## config.mk

```make
export PLATFORM = sky130hd
export DESIGN_NAME = data_mem_arbiter
export DESIGN_NICKNAME = d
export VERILOG_FILES = /design/src/rtl/data_arb_pkg.sv /design/src/rtl/data_mem_arbiter_rr_picker2.sv /design/src/rtl/data_mem_arbiter.sv
export SDC_FILE = /design/constraint.sdc
export NUM_CORES = 1
export LEC_CHECK = 0
export ABC_AREA = 1
export CAP_MARGIN = 20
export CORE_AREA = 4 4 145 160
export DETAILED_ROUTE_END_ITERATION = 10
export DIE_AREA = 0 0 149 164
export HOLD_SLACK_MARGIN = 0.15
export PLACE_DENSITY = 0.6
export SYNTH_ARGS = -nofsm -noshare
export SYNTH_HDL_FRONTEND = slang
export SYNTH_SLANG_ARGS = --single-unit
export TNS_END_PERCENT = 50
```

## constraint.sdc

```tcl
create_clock -name iCLK -period 2 [get_ports iCLK]
set_input_delay 0.6 -clock iCLK [delete_from_list [all_inputs] [get_ports iCLK]]
set_output_delay 0.6 -clock iCLK [all_outputs]
set_load 0.1 [all_outputs]
```

## src/rtl/data_arb_pkg.sv

```systemverilog
// Shared types and constants for the data memory arbiter.
package data_arb_pkg;

  typedef enum logic [1:0] {
    IDLE  = 2'd0,
    ISSUE = 2'd1,
    WAIT  = 2'd2,
    DONE  = 2'd3
  } arb_state_e;

  localparam logic PORT_CPU = 1'b0;
  localparam logic PORT_AUX = 1'b1;

  // Wide enough for the largest supported memory latency (7).
  localparam int unsigned CNT_W = 3;

endpackage

```

## src/rtl/data_mem_arbiter_rr_picker2.sv

```systemverilog
// Two-way round-robin picker. The pointer names the preferred port and
// flips only when both ports contend in an open arbitration slot.
module rr_picker2
  import data_arb_pkg::*;
(
  input  logic       clk,
  input  logic       rst,
  input  logic [1:0] req,
  input  logic       grant_en,
  output logic       valid,
  output logic       winner
);

  logic ptr_q, ptr_d;

  // Pick a winner and compute the next pointer value.
  always_comb begin
    valid  = |req;
    winner = PORT_CPU;
    ptr_d  = ptr_q;
    unique case (req)
      2'b01:   winner = PORT_CPU;
      2'b10:   winner = PORT_AUX;
      2'b11:   winner = ptr_q;
      default: winner = PORT_CPU;
    endcase
    if (grant_en && (&req)) begin
      ptr_d = ~ptr_q;
    end
  end

  // Pointer register; port 0 preferred out of reset.
  always_ff @(posedge clk) begin
    if (rst) begin
      ptr_q <= PORT_CPU;
    end else begin
      ptr_q <= ptr_d;
    end
  end

endmodule

```

## src/rtl/data_mem_arbiter.sv

```systemverilog
// Two-port arbiter/sequencer in front of the data memory interface.
// Optional feature macro: DATA_ARB_LOCK_EN adds iLock0/iLock1 so a port can
// hold the bus across several transactions (atomic read-modify-write).
module data_mem_arbiter
  import data_arb_pkg::*;
#(
  parameter int unsigned MEM_LATENCY = 1,
  parameter int unsigned ADDR_W      = 32,
  parameter int unsigned DATA_W      = 32
) (
  input  logic                iCLK,
  input  logic                iRST,
`ifdef DATA_ARB_LOCK_EN
  input  logic                iLock0,
  input  logic                iLock1,
`endif
  input  logic                iReq0,
  input  logic                iReq1,
  input  logic                iWe0,
  input  logic                iWe1,
  input  logic [DATA_W/8-1:0] iBe0,
  input  logic [DATA_W/8-1:0] iBe1,
  input  logic [ADDR_W-1:0]   iAddr0,
  input  logic [ADDR_W-1:0]   iAddr1,
  input  logic [DATA_W-1:0]   iWData0,
  input  logic [DATA_W-1:0]   iWData1,
  output logic                oAck0,
  output logic                oAck1,
  output logic [DATA_W-1:0]   oRData0,
  output logic [DATA_W-1:0]   oRData1,
  output logic                oMemRE,
  output logic                oMemWE,
  output logic [DATA_W/8-1:0] oMemBE,
  output logic [ADDR_W-1:0]   oMemAddr,
  output logic [DATA_W-1:0]   oMemWData,
  input  logic [DATA_W-1:0]   iMemRData,
  output logic                oBusy
);

  localparam int unsigned BE_W = DATA_W / 8;

  arb_state_e        state_q, state_d;
  logic [CNT_W-1:0]  cnt_q, cnt_d;
  logic              win_q, win_d;
  logic              we_q, we_d;
  logic              mem_re_q, mem_re_d;
  logic              mem_we_q, mem_we_d;
  logic [BE_W-1:0]   mem_be_q, mem_be_d;
  logic [ADDR_W-1:0] mem_addr_q, mem_addr_d;
  logic [DATA_W-1:0] mem_wdata_q, mem_wdata_d;
  logic              ack0_q, ack0_d;
  logic              ack1_q, ack1_d;
  logic [DATA_W-1:0] rdata0_q, rdata0_d;
  logic [DATA_W-1:0] rdata1_q, rdata1_d;
  logic              busy_q, busy_d;

  logic [1:0]        req_elig;
  logic              grant_en;
  logic              pick_valid;
  logic              pick_win;
  logic              sel_we;

`ifdef DATA_ARB_LOCK_EN
  logic lock_q, lock_d;
  logic lock_port_q, lock_port_d;

  // While a lock is held only the holder takes part in arbitration.
  always_comb begin
    req_elig = {iReq1, iReq0};
    if (lock_q) begin
      req_elig = (lock_port_q == PORT_AUX) ? {iReq1, 1'b0} : {1'b0, iReq0};
    end
  end
`else
  // Both ports always eligible.
  always_comb begin
    req_elig = {iReq1, iReq0};
  end
`endif

  assign grant_en = (state_q == IDLE);
  assign sel_we   = (pick_win == PORT_AUX) ? iWe1 : iWe0;

  rr_picker2 u_picker (
    .clk      (iCLK),
    .rst      (iRST),
    .req      (req_elig),
    .grant_en (grant_en),
    .valid    (pick_valid),
    .winner   (pick_win)
  );

  // Next-state and next-output logic; outputs are registered so each value
  // computed here is what the bus sees during the state being entered.
  always_comb begin
    state_d     = state_q;
    cnt_d       = cnt_q;
    win_d       = win_q;
    we_d        = we_q;
    mem_re_d    = 1'b0;
    mem_we_d    = 1'b0;
    mem_be_d    = mem_be_q;
    mem_addr_d  = mem_addr_q;
    mem_wdata_d = mem_wdata_q;
    ack0_d      = 1'b0;
    ack1_d      = 1'b0;
    rdata0_d    = rdata0_q;
    rdata1_d    = rdata1_q;
`ifdef DATA_ARB_LOCK_EN
    lock_d      = lock_q;
    lock_port_d = lock_port_q;
`endif
    unique case (state_q)
      IDLE: begin
        if (pick_valid) begin
          state_d     = ISSUE;
          win_d       = pick_win;
          we_d        = sel_we;
          mem_we_d    = sel_we;
          mem_re_d    = ~sel_we;
          mem_be_d    = (pick_win == PORT_AUX) ? iBe1    : iBe0;
          mem_addr_d  = (pick_win == PORT_AUX) ? iAddr1  : iAddr0;
          mem_wdata_d = (pick_win == PORT_AUX) ? iWData1 : iWData0;
        end
      end
      ISSUE: begin
        state_d  = WAIT;
        cnt_d    = CNT_W'(MEM_LATENCY);
        mem_re_d = ~we_q;
      end
      WAIT: begin
        cnt_d = cnt_q - CNT_W'(1);
        if (cnt_q == CNT_W'(1)) begin
          state_d     = DONE;
          ack0_d      = (win_q == PORT_CPU);
          ack1_d      = (win_q == PORT_AUX);
          mem_be_d    = '0;
          mem_addr_d  = '0;
          mem_wdata_d = '0;
          if (!we_q) begin
            if (win_q == PORT_AUX) begin
              rdata1_d = iMemRData;
            end else begin
              rdata0_d = iMemRData;
            end
          end
        end else begin
          mem_re_d = ~we_q;
        end
      end
      DONE: begin
        state_d = IDLE;
`ifdef DATA_ARB_LOCK_EN
        lock_d      = (win_q == PORT_AUX) ? iLock1 : iLock0;
        lock_port_d = win_q;
`endif
      end
      default: state_d = IDLE;
    endcase
    busy_d = (state_d != IDLE);
  end

  // State, latched transaction and registered outputs.
  always_ff @(posedge iCLK) begin
    if (iRST) begin
      state_q     <= IDLE;
      cnt_q       <= '0;
      win_q       <= PORT_CPU;
      we_q        <= 1'b0;
      mem_re_q    <= 1'b0;
      mem_we_q    <= 1'b0;
      mem_be_q    <= '0;
      mem_addr_q  <= '0;
      mem_wdata_q <= '0;
      ack0_q      <= 1'b0;
      ack1_q      <= 1'b0;
      rdata0_q    <= '0;
      rdata1_q    <= '0;
      busy_q      <= 1'b0;
`ifdef DATA_ARB_LOCK_EN
      lock_q      <= 1'b0;
      lock_port_q <= PORT_CPU;
`endif
    end else begin
      state_q     <= state_d;
      cnt_q       <= cnt_d;
      win_q       <= win_d;
      we_q        <= we_d;
      mem_re_q    <= mem_re_d;
      mem_we_q    <= mem_we_d;
      mem_be_q    <= mem_be_d;
      mem_addr_q  <= mem_addr_d;
      mem_wdata_q <= mem_wdata_d;
      ack0_q      <= ack0_d;
      ack1_q      <= ack1_d;
      rdata0_q    <= rdata0_d;
      rdata1_q    <= rdata1_d;
      busy_q      <= busy_d;
`ifdef DATA_ARB_LOCK_EN
      lock_q      <= lock_d;
      lock_port_q <= lock_port_d;
`endif
    end
  end

  assign oAck0     = ack0_q;
  assign oAck1     = ack1_q;
  assign oRData0   = rdata0_q;
  assign oRData1   = rdata1_q;
  assign oMemRE    = mem_re_q;
  assign oMemWE    = mem_we_q;
  assign oMemBE    = mem_be_q;
  assign oMemAddr  = mem_addr_q;
  assign oMemWData = mem_wdata_q;
  assign oBusy     = busy_q;

endmodule

```

After elaboration in Yosys (flattened, before gate mapping)
Cells that the tools add are included.
Widths: inputs -> output; s select.
{ "word_totals": {"ff_bits": 145, "in_bits": 174, "out_inout_bits": 137, "elab_cells": 65} }
{ "classes": {"addsub": 1, "eq_ne": 8, "mux": 20, "bitwise_logic": 8, "reduce_logical": 13} }
{ "ops": {"columns": ["op", "count"], "rows": [
  ["$mux 32", 5],
  ["$pmux 32 s2", 2],
  ["$mux 4", 3],
  ["$eq 2x2->1 const B", 4],
  ["$not 1->1", 8],
  ["$pmux 2 s4", 1],
  ["$pmux 4 s2", 1],
  ["$reduce_and 4->1", 2],
  ["$pmux 3 s2", 1],
  ["$reduce_bool 2->1", 3],
  ["$reduce_or 3->1", 2],
  ["$mux 2", 2],
  ["$ne 2x2->1 const B", 2],
  ["$reduce_and 2->1", 2],
  ["$eq 3x1->1 const B", 1],
  ["$mux 1", 3],
  ["$pmux 1 s3", 1],
  ["$reduce_and 3->1", 1],
  ["$sub 3x1->3 const B", 1],
  ["$eq 2x1->1 const B", 1],
  ["$logic_not 2->1", 1],
  ["$pmux 1 s2", 1],
  ["$reduce_or 2->1", 1],
  ["$logic_and 1x1->1", 1]
]} }

Longest topological paths before layout
{ "logic_depth": {"word_depth": 6, "depth_mapped": 10, "mapped_depth_nobuf": 8} }

Modules after synthesis
A second synthesis with hierarchy kept.
{ "hier_totals": {"hier_cells": 1112, "area_unflattened_um2": 6864.1} }
{ "modules_own_cells": {"columns": ["mod", "n_inst", "cells_per_inst", "area_per_inst_um2", "seq_area_each_um2"], "rows": [
  ["data_mem_arbiter", 1, 1103, 6801.5, 2882.8],
  ["rr_picker2", 1, 9, 62.6, 20.0]
]} }

Worst setup path before layout
Ideal clock, no wire load.
{ "synth_timing": {"path_kind": "input -> register", "startpoint": "input iReq1", "endpoint": "register mem_addr_q[29], in the netlist oMemAddr[29]", "setup_ns": 0.070, "t_arrival_ns": 1.547, "required_time_ns": 1.930, "path_slack_ns": 0.383, "cell_stages": 8, "path_buffers": 3, "path_cell_list": "buf_2 nand2_1 nand3_1 nand2_2 buf_4 buf_6 nand2_1 a21oi_2"} }
{ "synth_via": {"elab_chain_len": 5, "elab_cells_between_ends": 9, "cone_classes": "eq/ne: 3; mux: 4; reduce/logical: 2"} }
{ "synth_lines": {"columns": ["element", "line", "text"], "rows": [
  ["start, declared", "data_mem_arbiter.sv:18", "input logic iReq1,"],
  ["$eq 2x2->1", "data_mem_arbiter_rr_picker2.sv:21", "unique case (req)"],
  ["$pmux 1 s2", "data_mem_arbiter_rr_picker2.sv:21", null],
  ["$mux 32", "data_mem_arbiter.sv:122", "mem_addr_d = (pick_win == PORT_AUX) ? iAddr1 : iAddr0;"],
  ["$mux 32", "data_mem_arbiter.sv:115", "if (pick_valid) begin"],
  ["$pmux 32 s2", "data_mem_arbiter.sv:113", "unique case (state_q)"],
  ["end signal, assigned", "data_mem_arbiter.sv:192", "mem_addr_q <= mem_addr_d;"],
  ["end, declared", "data_mem_arbiter.sv:49", "logic [ADDR_W-1:0] mem_addr_q, mem_addr_d;"]
]} }
Parallel ways exist; a longest one is shown, timed or not. The select of a mux whose other input is x is not followed.
A chain may end at the register's enable or synchronous reset.

Worst setup path after layout
{ "layout_timing": {"startpoint": "register state_q[0]", "endpoint": "register rdata0_q[18], in the netlist oRData0[18]"} }
{ "layout_via": {"elab_chain_len": 2} }
{ "layout_lines": {"columns": ["element", "line", "text"], "rows": [
  ["start, declared", "data_mem_arbiter.sv:42", "arb_state_e state_q, state_d;"],
  ["start signal, assigned", "data_mem_arbiter.sv:185", "state_q <= state_d;"],
  ["$eq 2x2->1", "data_mem_arbiter.sv:113", null],
  ["$reduce_and 4->1 (no line)", null, null],
  ["end signal, assigned", "data_mem_arbiter.sv:196", "rdata0_q <= rdata0_d;"],
  ["end, declared", "data_mem_arbiter.sv:53", "logic [DATA_W-1:0] rdata0_q, rdata0_d;"]
]} }
No other way between the ends.

==> impl_metrics.tcl <==
set metrics [dict create \
    status "complete, no violations" \
    track_usage_pct 19.0 \
    htree_levels 4 \
    drc 0 \
    clk_latency_ns 0.43 \
    clockRootBuffer "clkbuf_16" \
    tightest_slew_ns 0.418 \
    clock_path_buffers 2 \
    synth_top_family_by_area "simple AND/OR/NAND/NOR gates" \
    cts_tree "done" \
    power_density_nw_per_um2 1440 \
    grt_overflow_total 0 \
    drive_gt1_share_pct 18.0 \
    hold_ws_ns 0.494 \
    grt_pass1_wl_microns 36500 \
    io_pins 311 \
    portBuffers 310 \
    ant_nets 0 \
    final.period_utilization_pct 86.2 \
    start_kind "flip-flop" \
    synth_nets 1063 \
    dieHeight_microns 164 \
    synthAdderAreaFrac_pct 1.18 \
    hp-class "flip-flop to flip-flop" \
    cts-buffers-inserted 17 \
    endpoint_kind "flip-flop" \
    final_nets 1357 \
    mostFrequentLayoutCells "171 x clkdlybuf4s50_1, 152 x nand2_1, 146 x buf_12" \
    fill_cells 1998 \
    fmax_ghz 0.580 \
    multi_input_area_sq_um 2860 \
    required_ns 2.36 \
    cts_sinks 145 \
    gp_congestion 0.837 \
    postSynthAreaPerCell_sq_um 7.22 \
    start_util_pct 29.8 \
    worstPathArrival_ns 2.08 \
    final_common_cell "clkdlybuf4s50_1" \
    die_area_sq_um 24400 \
    rsz0062_at_grt "false" \
    seqCellArea_sq_um 2900 \
    drt-initial-drc-count 401 \
    grt_max_degree 77 \
    row_count 56 \
    clkSlewWorstSetupHoldPaths_ns 0.07 \
    clock_skew_ns 0.0120 \
    routed_wl_microns 23800 \
    syn_inst 883 \
    drt-vias-per-instance 4.53 \
    synthSimpleGateAreaFrac_pct 31.3 \
    async_flop_share_pct 0 \
    netlist_area_sq_um 6380 \
    ys_seq_area_share_pct 45.5 \
    cap_viol_max_count 0 \
    syn_to_final_growth_pct 85.5 \
    first_pass_iters 5 \
    yosys_warnings 0 \
    utilization_pct 55.2 \
    cts_resized 0 \
    die_w_microns 149 \
    cp_max_fo 12 \
    fin_crit_ns 1.72 \
    crit_type "flip-flop to flip-flop" \
    dp_hpwl_microns 17300 \
    finalSetupTns_ns 0 \
    postCtsSetupBuffers 0 \
    slew-limit-headroom_pct 72.2 \
    ir_worst_vdd_mv 0.752 \
    synth_seq_cells 145 \
    synth_cell_types 24 \
    finalSetupViolCount 0 \
    antenna_found_initial 4 \
    p_leak_nw 4.97 \
    muxShareOfSynthArea_pct 0 \
    coreArea_sq_um 21400 \
    synth_top_flop_cell "dfxtp_1" \
    vias 6711 \
    hold_viol_final 0 \
    synth_compound_area_share_pct 12.2 \
    grt_pass1_vias 6484 \
    ctsHoldBuffers 0 \
    yosys.area_share.xor_xnor_pct 0 \
    wl_per_cell_microns 16.0 \
    slew_viol_final 0 \
    synth-edff-count 0 \
]
==> metal layers <==
metal,GRT usage (%),vias up,wire length [microns]
met4,7.37,2,649
met3,5.77,36,1700
met2,31.6,211,11700
met5,0,-,12
li1,-,3421,-
met1,23.1,3041,9730
==> flip-flops by register name, summed over array words and instances (netlist names), 2 cells and up <==
register,cells
oMemAddr,32
oMemWData,32
cnt_q,3
state_q,2
oRData1,32
oRData0,32
oMemBE,4
==> layout make-up <==
cell class                      count  share of cell area, %
Tap cell                          290                   3.07
Inverter                           86                   2.73
Clock inverter                     15                   1.33
Multi-Input combinational cell    588                   24.2
Antenna cell                        3                 0.0634
Timing Repair Buffer              339                   40.5
Clock buffer                       17                   3.60
Sequential cell                   145                   24.5
==> path summary, 6_finish.rpt <==
kind | startpoint | to | slack (ns) | cells after the start
worst min-delay path | cnt_q[1] | cnt_q[1] | 0.49 | 2
worst min register to register | cnt_q[1] | cnt_q[1] | 0.49 | 2
worst max register to register | state_q[0] | oRData0[18] | 0.28 | 7
worst max-delay path | state_q[0] | oRData0[18] | 0.28 | 7
==> cells in the mapped netlist (6+ instances only) <==
cell / count / area, sq um
o21ai_0: 68 / 340
buf_2: 19 / 95.1
clkbuf_1: 33 / 124
a21oi_2: 8 / 70.1
nor2_1: 134 / 503
inv_1: 86 / 323
dfxtp_1: 145 / 2900
buf_1: 6 / 22.5
a21oi_1: 65 / 325
nand3b_1: 68 / 510
nand2_1: 154 / 578
ha_1: 6 / 75.1
nand3_1: 75 / 375
==> report_power, final <==
group,total (mW),switching [mW],internal (mW)
Sequential,4.14,0.619,3.52
Combinational,9.75,6.23,3.51
Clock,3.16,1.48,1.68
==> through the flow <==
| step | power, mW | area [sq um] | worst slack, ns | std cells |
|---|---|---|---|---|
| 2_1_floorplan | 10.0 | 6380 | 0.383 | 883 |
| 3_3_place_gp | 14.0 | 11200 | -0.0340 | 1448 |
| 3_5_place_dp | 14.0 | 11200 | -0.0766 | 1448 |
| 4_1_cts | 17.2 | 11800 | 0.226 | 1480 |
| 5_1_grt | 17.8 | 11800 | 0.0486 | 1483 |
| 6_report | 17.0 | 11800 | 0.276 | 1483 |
==> logic make-up after synthesis <==
family / count (synthesis)
fa+ha+maj: 6
flops: 145
simple gates: 436
buf+inv: 150
compound gates: 146
==> critical path: stages, from the launching register on <==
cell and delay (ns):
dfxtp_1 0.33, inv_1 0.10, ha_1 0.32, nand4_1 0.17, inv_1 0.31, buf_4 0.27, nor2_1 0.05, nor2_1 0.10
(Power assumes the default switching activity.)
